## src/rtl/core_config_pkg.sv

```systemverilog
// Core-wide configuration shared by the execution back end.
// Holds data/register widths, the commit unit count, the commit entry layout
// and the fixed unit numbering used on the commit arbiter ports.
package core_config_pkg;

  localparam int XLEN         = 32;
  localparam int REG_ADDR_W   = 5;
  localparam int COMMIT_UNITS = 4;

  // One completed result as it sits in the writeback slot.
  typedef struct packed {
    logic [XLEN-1:0]       data;
    logic [REG_ADDR_W-1:0] rd;
    logic                  error;
  } commit_entry_t;

  // Port position of each execution unit on the commit arbiter.
  typedef enum logic [2:0] {
    UNIT_ALU0   = 3'd0,
    UNIT_ALU1   = 3'd1,
    UNIT_SHIFT  = 3'd2,
    UNIT_MULDIV = 3'd3
  } unit_idx_e;

endpackage

```

## src/rtl/rr_arbiter.sv

```systemverilog
// Round-robin arbiter: grants the first requester after the last winner.
// Latency: grant is combinational; last_grant moves at the edge when advance_i is high.
// Backpressure: with advance_i low the priority pointer holds, so a stalled winner keeps its turn.
module rr_arbiter
  import core_config_pkg::*;
#(
  parameter int N = COMMIT_UNITS
) (
  input  logic                                clk,
  input  logic                                rst_n,
  input  logic [N-1:0]                        req_i,
  input  logic                                advance_i,
  output logic [N-1:0]                        gnt_oh_o,
  output logic [((N > 1) ? $clog2(N) : 1)-1:0] gnt_idx_o,
  output logic                                gnt_vld_o
);

  localparam int IDX_W = (N > 1) ? $clog2(N) : 1;

  logic [IDX_W-1:0] last_q;
  logic [N-1:0]     hi_req;
  logic [N-1:0]     pick;

  // Prefer requesters above the last winner; fall back to the lowest requester to wrap.
  always_comb begin
    hi_req    = '0;
    gnt_idx_o = '0;
    for (int i = 0; i < N; i++) begin
      hi_req[i] = req_i[i] && (i > int'(last_q));
    end
    pick = (|hi_req) ? hi_req : req_i;
    for (int i = N - 1; i >= 0; i--) begin
      if (pick[i]) begin
        gnt_idx_o = IDX_W'(i);
      end
    end
    gnt_vld_o = |req_i;
    gnt_oh_o  = gnt_vld_o ? (N'(1) << gnt_idx_o) : '0;
  end

  // Remember the winner only when the grant is actually consumed.
  always_ff @(posedge clk) begin
    if (!rst_n) begin
      last_q <= IDX_W'(N - 1);
    end else if (advance_i) begin
      last_q <= gnt_idx_o;
    end
  end

endmodule

```

## src/rtl/commit_arbiter.sv

```systemverilog
// Commit arbiter: picks one finished unit result per cycle into a single writeback slot.
// Latency: one cycle from candidate to wb_we / u_clear / exc_valid.
// Backpressure: a full slot with wb_ready low blocks grants and holds wb_*; drain and load overlap.
module commit_arbiter
  import core_config_pkg::*;
#(
  parameter int N_UNITS    = COMMIT_UNITS,
  parameter int XLEN       = core_config_pkg::XLEN,
  parameter int REG_ADDR_W = core_config_pkg::REG_ADDR_W
) (
  input  logic                          clk,
  input  logic                          rst_n,
  input  logic [N_UNITS*XLEN-1:0]       u_res,
  input  logic [N_UNITS*REG_ADDR_W-1:0] u_rd,
  input  logic [N_UNITS-1:0]            u_valid,
  input  logic [N_UNITS-1:0]            u_error,
  input  logic [N_UNITS-1:0]            u_req,
  output logic [N_UNITS-1:0]            u_clear,
  input  logic                          wb_ready,
  output logic                          wb_we,
  output logic [REG_ADDR_W-1:0]         wb_addr,
  output logic [XLEN-1:0]               wb_data,
  output logic                          exc_valid,
  output logic [2:0]                    exc_unit,
  output logic [REG_ADDR_W-1:0]         exc_rd,
  input  logic                          flush
);

  localparam int IDX_W = (N_UNITS > 1) ? $clog2(N_UNITS) : 1;

  logic [N_UNITS-1:0]    cand;
  logic [N_UNITS-1:0]    gnt_oh;
  logic [IDX_W-1:0]      gnt_idx;
  logic                  gnt_vld;
  logic                  can_load;
  logic                  advance;

  logic [XLEN-1:0]       win_res;
  logic [REG_ADDR_W-1:0] win_rd;
  logic                  win_err;

  logic                  wb_full_q,   wb_full_d;
  logic [REG_ADDR_W-1:0] wb_addr_q,   wb_addr_d;
  logic [XLEN-1:0]       wb_data_q,   wb_data_d;
  logic [N_UNITS-1:0]    u_clear_q,   u_clear_d;
  logic                  exc_valid_q, exc_valid_d;
  logic [2:0]            exc_unit_q,  exc_unit_d;
  logic [REG_ADDR_W-1:0] exc_rd_q,    exc_rd_d;

  // A unit being cleared this cycle still shows req; mask it so it cannot win twice.
  assign cand     = u_req & u_valid & ~u_clear_q;
  assign can_load = !wb_full_q || wb_ready;
  assign advance  = can_load && gnt_vld && !flush;

  rr_arbiter #(
    .N (N_UNITS)
  ) u_rr (
    .clk       (clk),
    .rst_n     (rst_n),
    .req_i     (cand),
    .advance_i (advance),
    .gnt_oh_o  (gnt_oh),
    .gnt_idx_o (gnt_idx),
    .gnt_vld_o (gnt_vld)
  );

  // Steer the granted unit's result onto the capture path.
  always_comb begin
    win_res = '0;
    win_rd  = '0;
    win_err = 1'b0;
    for (int i = 0; i < N_UNITS; i++) begin
      if (gnt_oh[i]) begin
        win_res = u_res[i*XLEN +: XLEN];
        win_rd  = u_rd[i*REG_ADDR_W +: REG_ADDR_W];
        win_err = u_error[i];
      end
    end
  end

  // Slot, clear and exception next state; flush wins over drain and capture.
  always_comb begin
    wb_full_d   = wb_full_q && !wb_ready;
    wb_addr_d   = wb_addr_q;
    wb_data_d   = wb_data_q;
    u_clear_d   = '0;
    exc_valid_d = 1'b0;
    exc_unit_d  = exc_unit_q;
    exc_rd_d    = exc_rd_q;
    if (flush) begin
      wb_full_d = 1'b0;
      u_clear_d = '1;
    end else if (advance) begin
      u_clear_d = gnt_oh;
      if (win_err) begin
        // Erroring results never reach the register file; the slot is left as drained.
        exc_valid_d = 1'b1;
        exc_unit_d  = 3'(gnt_idx);
        exc_rd_d    = win_rd;
      end else if (win_rd != '0) begin
        wb_full_d = 1'b1;
        wb_addr_d = win_rd;
        wb_data_d = win_res;
      end
    end
  end

  // State registers with synchronous reset dropping any buffered entry and pending clear.
  always_ff @(posedge clk) begin
    if (!rst_n) begin
      wb_full_q   <= 1'b0;
      wb_addr_q   <= '0;
      wb_data_q   <= '0;
      u_clear_q   <= '0;
      exc_valid_q <= 1'b0;
      exc_unit_q  <= '0;
      exc_rd_q    <= '0;
    end else begin
      wb_full_q   <= wb_full_d;
      wb_addr_q   <= wb_addr_d;
      wb_data_q   <= wb_data_d;
      u_clear_q   <= u_clear_d;
      exc_valid_q <= exc_valid_d;
      exc_unit_q  <= exc_unit_d;
      exc_rd_q    <= exc_rd_d;
    end
  end

  assign wb_we     = wb_full_q;
  assign wb_addr   = wb_addr_q;
  assign wb_data   = wb_data_q;
  assign u_clear   = u_clear_q;
  assign exc_valid = exc_valid_q;
  assign exc_unit  = exc_unit_q;
  assign exc_rd    = exc_rd_q;

endmodule

```

## config.mk

```make
export PLATFORM = sky130hd
export DESIGN_NAME = commit_arbiter
export DESIGN_NICKNAME = d
export VERILOG_FILES = /design/src/rtl/core_config_pkg.sv /design/src/rtl/rr_arbiter.sv /design/src/rtl/commit_arbiter.sv
export SDC_FILE = /design/constraint.sdc
export NUM_CORES = 1
export LEC_CHECK = 0
export CAP_MARGIN = 10
export CORE_ASPECT_RATIO = 1.25
export CORE_MARGIN = 2
export CORE_UTILIZATION = 25
export DETAILED_ROUTE_END_ITERATION = 6
export PLACE_DENSITY_LB_ADDON = 0.08
export SLEW_MARGIN = 20
export SYNTH_ARGS = -nofsm -noshare
export SYNTH_HDL_FRONTEND = slang
export SYNTH_SLANG_ARGS = --single-unit
```

## constraint.sdc

```tcl
create_clock -name clk -period 4.1 [get_ports clk]
set_input_delay 1.025 -clock clk [delete_from_list [all_inputs] [get_ports clk]]
set_output_delay 1.025 -clock clk [all_outputs]
set_load 0.05 [all_outputs]
```

=== After elaboration in Yosys (flattened, before gate mapping) ===
Cells that the tools add are included.

* Bits of input ports: 164
* Latch bits: 0
* Register bits after elaboration: 52
* Word-level logic and storage cells: 60
* Bits in writable memories: 0
* Memories: 0
* ROM bits: 0
* Output and inout bits: 51

* $add $sub $neg: 0
* Magnitude comparators: 3
* Mux-type cells: 24
* Equality and inequality tests: 0
* Reductions and logical operators: 17
* Bitwise gates (word level): 7
* Div/mod/pow operators: 0
* Multiply operators: 0
* Shift-type cells: 1

{| class="wikitable"
|+ Operator list
! cell !! count
|-
| 32-bit two-way mux || 4
|-
| 5-bit two-way mux || 4
|-
| 4-bit two-way mux || 4
|-
| 4-bit AND || 2
|-
| 1-bit two-way mux || 8
|-
| 2-bit two-way mux || 4
|-
| 1-bit logical AND || 6
|-
| 3-bit OR reduction || 2
|-
| 5-bit nonzero test || 1
|-
| 2-bit greater-than comparator (first input constant) || 2
|-
| 1-bit NOT || 4
|-
| 4-bit NOT || 1
|-
| 4-bit AND reduction || 1
|-
| 4-bit OR reduction || 1
|-
| 1-bit by 2-bit left shift with 4-bit output (first input constant) || 1
|-
| 1-bit zero test || 3
|-
| 3-bit AND reduction || 1
|-
| 1-bit by 2-bit greater-than comparator with 1-bit output (first input constant) || 1
|-
| 2-bit OR reduction || 1
|-
| 1-bit logical OR || 1
|}

=== Longest topological paths before layout ===
* Depth in word-level cells: 19
* Gate-level depth with buffers: 11

=== Hierarchy ===
From an unflattened synthesis, not the netlist that was laid out.

* Cells, all modules: 370
* Area, all modules: 3,002.9 um^2

{| class="wikitable"
|+ By module, submodules not included
! module !! seq. area each (um^2) !! times used !! area each (um^2) !! cells an instance
|-
| commit_arbiter || 1,001.0 || 1 || 2,765.2 || 341
|-
| rr_arbiter || 40.0 || 1 || 237.7 || 29
|}

=== Least setup slack after synthesis ===
No wires, ideal clock.

* Path type: in2reg
* Start: in u_req[1]
* End: reg wb_data_q[0], in the netlist wb_data[0]
* Stages on the path: 9
* Buffers on the path: 2
* Setup slack: 0.950 ns
* Required time: 4.028 ns
* Data arrival time: 3.078 ns
* Cell sequence: and3b_1 -> buf_4 -> o211ai_2 -> nand3_2 -> o32a_1 -> a22o_1 -> o31ai_4 -> buf_6 -> mux2i_1

* Cells in the longest elaborated chain, start to end: 17

{| class="wikitable"
|+ Ends and longest elaborated chain
! what !! RTL line !! source
|-
| from (decl) || commit_arbiter.sv:17 || <nowiki>input logic [N_UNITS-1:0] u_req,</nowiki>
|-
| 4-bit AND (*) (2 in a row) || commit_arbiter.sv:51 || <nowiki>assign cand = u_req & u_valid & ~u_clear_q;</nowiki>
|-
| 1-bit logical AND || rr_arbiter.sv:29 || <nowiki>hi_req[i] = req_i[i] && (i > int'(last_q));</nowiki>
|-
| 3-bit OR reduction || rr_arbiter.sv:31 || <nowiki>pick = (|hi_req) ? hi_req : req_i;</nowiki>
|-
| 4-bit two-way mux || rr_arbiter.sv:31 ||
|-
| 2-bit two-way mux (4 in a row) || rr_arbiter.sv:33 || <nowiki>if (pick[i]) begin</nowiki>
|-
| 1-bit by 2-bit left shift with 4-bit output || rr_arbiter.sv:38 || <nowiki>gnt_oh_o = gnt_vld_o ? (N'(1) << gnt_idx_o) : '0;</nowiki>
|-
| 4-bit two-way mux || rr_arbiter.sv:38 ||
|-
| 5-bit two-way mux / 1-bit two-way mux (equally long branches) (4 in a row) || commit_arbiter.sv:73 || <nowiki>if (gnt_oh[i]) begin</nowiki>
|-
| 5-bit nonzero test / 1-bit NOT (equally long branches) || - ||
|-
| 4-bit AND reduction (no line) || - ||
|-
| to (signal assigned) || commit_arbiter.sv:121 || <nowiki>wb_data_q <= wb_data_d;</nowiki>
|-
| to (decl) || commit_arbiter.sv:44 || <nowiki>logic [XLEN-1:0] wb_data_q, wb_data_d;</nowiki>
|}

Mark *: on every way between the ends. The rest lies on a longest branch, timed or not.
A chain may end at the register's enable or synchronous reset.

=== Worst setup path after layout ===
* Start: in u_req[1]
* End: reg wb_data_q[3], in the netlist wb_data[3]

Same word-level chain as after synthesis.

==> impl_results.md <==
- Rows: 46
- RSZ-0062 raised after global routing: no
- Routed via count: 3953
- Worst-Skew Late Latency: 0.29 ns
- Final period util: 0.892
- R2R setup slack: 1.30 ns
- Area Growth Syn to Fin: 77.3%
- Die height: 132 microns
- Most common cell after layout, fill and taps aside: clkdlybuf4s50_1
- Ranking of synthesized cells by area: dfxtp_1, mux2i_1, nand2_1, a21oi_1, o2bb2ai_1
- Leakage power: 2.19 nW
- Share of layout cells above drive strength 1: 0.0640
- Post-synth net total: 567
- Hold path start: wb_data[9]
- Async SR Flop Fraction: 0
- Utilization after layout: 0.458
- Via-to-Cell Ratio: 5.08
- Cts bufs inserted: 5
- Post-DP HPWL: 11.3 mm
- Core Footprint: 0.0128 sq mm
- Hold Vio Cnt, Final: 0
- 1st-pass router iterations: 4
- Cell Area, Synth: 0.00330 sq mm
- Total of max-cap violations: 0
- WL final: 14.3 mm
- Number of remaining DRC errors: 0
- Reg2reg end: wb_data[3]
- Final Wtd Congestion: 0.889
- DIE WIDTH: 107 microns
- Initial drt markers: 125
- Nets: 772
- Crit path max fanout: 17
- Htree depth: 2
- Switch share: 0.318
- Worst Tran Pin Value: 0.746 ns
- Register area: 0.00104 sq mm
- VDD IR max: 0.000182 V
- Clk buf depth: 2
- Sw power: 0.550 mW
- Crit path DAT: 3.87 ns
- Remaining Overflow, GRT: 0
- Number of global-route vias before repair: 4108
- # fillers: 1325
- Post-synth top area share: 0.316
- Hold path cells: 2
- CTS Hold Bufs: 0
- Max Clock Freq: 274 MHz
- Logic pwr share: 0.387
- Setup Crit Path Kind: in -> reg
- Most frequent cells in the layout: clkdlybuf4s50_1, nand2_1, dfxtp_1
- Startpoint Class: primary input
- Clock share of power: 0.291
- Worst Hold Endpoint: wb_data[9]
- YS warnings: 0
- Post-synth EDFFs: 0
- Setup Viol. Count Final: 0
- Root Driver: clkbuf_16
- Hold crit path type: reg -> reg
- Sequential element share of the synthesized area: 0.316
- Post-route setup TNS: 0 ns
- Worst-case reg-to-reg path depth: 8
- Post-layout min period: 3.66 ns
- Cts repair resizes: 0
- CP required: 4.32 ns
- Initial Utilization: 0.258
- CTS sink count: 52
- Cell variety after synth: 56
- Die footprint: 0.0141 sq mm
- Worst setup EP type: flip-flop
- Total setup buffers inserted after CTS: 0
- #FFs+latches synth: 52
- Worst R2R Start: u_clear[1]
- Clock Skews: 0.00388 ns
- Sequential share of power: 0.321
- Rel. slew slack: 0.502
- Synthesized instance count: 403
- Initial antenna violation count: 0
- Area of the multi-input gates: 0.00209 sq mm
- Pwr Density: 296 mW/mm^2
- Post-Syn Area per Cell: 8.19 sq um
- Port Buffers: 213
- Status: completed
- Wirelength per Cell: 18.3 microns
- Internal power: 1.18 mW
- Pin count of the biggest net entering global routing: 68
- # IOs: 215
- Main flop type after synthesis: dfxtp_1
- Yosys top cell by area: dfxtp_1
- First-pass GRT wire length: 22.0 mm
- All-layer global routing usage: 0.199
- Slew Viols, Final: 0
- CTS tree: yes
- Clock Pin Slew Worst Setup and Hold Paths: 0.06 ns
- Post-DRT Antenna Nets: 0
cells in the mapped netlist, types with 2 or more instances:
master and n:
a221oi_1 14, and3b_1 2, o2bb2ai_1 15, nand2_1 76, a21oi_1 29, and3_1 2, and4b_1 2, clkbuf_1 27
a222oi_1 4, buf_4 3, nor2_1 8, o21a_1 2, o21ai_0 25, nand4bb_1 2, and2_1 5, nand3_1 9
buf_1 2, inv_1 3, mux2i_1 47, a31oi_1 3, dfxtp_1 52, nand4_1 2, a221o_1 2, nand3b_1 3
a21o_1 5, a211oi_1 5, o22ai_1 2, a22oi_1 17, o32a_1 3, buf_6 3, nor3_1 4
critical path, cell delays in order:
cell and delay [ns]:
clkdlybuf4s50_1 0.50, and3b_1 0.42, a32oi_1 0.21, and3_1 0.30, a221o_1 0.32, a22o_1 0.28
o31ai_4 0.38, buf_12 0.22, mux2i_1 0.21
worst max path at each step:
stage / from / end / slack (ns) / depth (start not counted)
2_1_floorplan: u_req[1] / wb_data[0] / 0.95 / 9
3_3_place_gp: u_req[1] / wb_data[31] / 0.22 / 9
3_5_place_dp: u_req[1] / wb_data[23] / 0.18 / 9
4_1_cts: u_req[1] / wb_data[3] / 0.47 / 9
5_1_grt: u_req[1] / wb_data[29] / 0.28 / 9
6_report: u_req[1] / wb_data[3] / 0.44 / 9
registers in the layout, indices dropped and copies added, names as in the netlist:
signal	flops
wb_data	32
exc_rd	5
wb_addr	5
u_clear	4
exc_unit	2
u_rr.last_q	2
exc_valid	1
wb_we	1
power by group through the flow:
stage	Sequential, mW	Clock [mW]	Combinational, mW
floorplan	0.660	0	0.264
global placement	0.567	0	0.671
detailed placement	0.567	0	0.674
CTS	0.556	0.520	0.677
global route	0.560	0.536	0.718
finish	0.556	0.504	0.669
layer usage:
| layer | GRT usage | part of all wire |
|---|---|---|
| met1 | 0.215 | 0.38 |
| met2 | 0.369 | 0.53 |
| met3 | 0.0552 | 0.073 |
| met4 | 0.0613 | 0.015 |
| met5 | 0 | 0 |
kinds of logic (layout without fill, tap and decap cells):
family,after synthesis,count (layout),synth area share
other cells,1,2,0.00114
buf+inv,39,245,0.0550
mux,47,47,0.143
flops,52,52,0.316
compound gates,142,142,0.311
simple gates,122,122,0.174
final cells by class:
| class | instances | area share |
|---|---|---|
| diodes | 1 | 0.000428 |
| repair buffers | 234 | 0.395 |
| clock buffers | 7 | 0.0261 |
| multi-input cells | 312 | 0.358 |
| clock inverters | 1 | 0.00513 |
| flip-flops and latches | 52 | 0.178 |
| inverters | 3 | 0.00193 |
| well taps | 168 | 0.0359 |
through the flow:
stage	power, mW	area (sq um)	std cells	hold slack, ns	worst slack, ns
after floorplan	0.924	3300	403	0.551	0.950
after global placement	1.24	5660	769	0.444	0.217
after detailed placement	1.24	5660	769	0.451	0.178
after CTS	1.75	5850	777	0.465	0.470
after global routing	1.81	5850	777	0.483	0.275
final	1.73	5850	778	0.459	0.444
No activity file was read; power rests on OpenSTA's default activity.
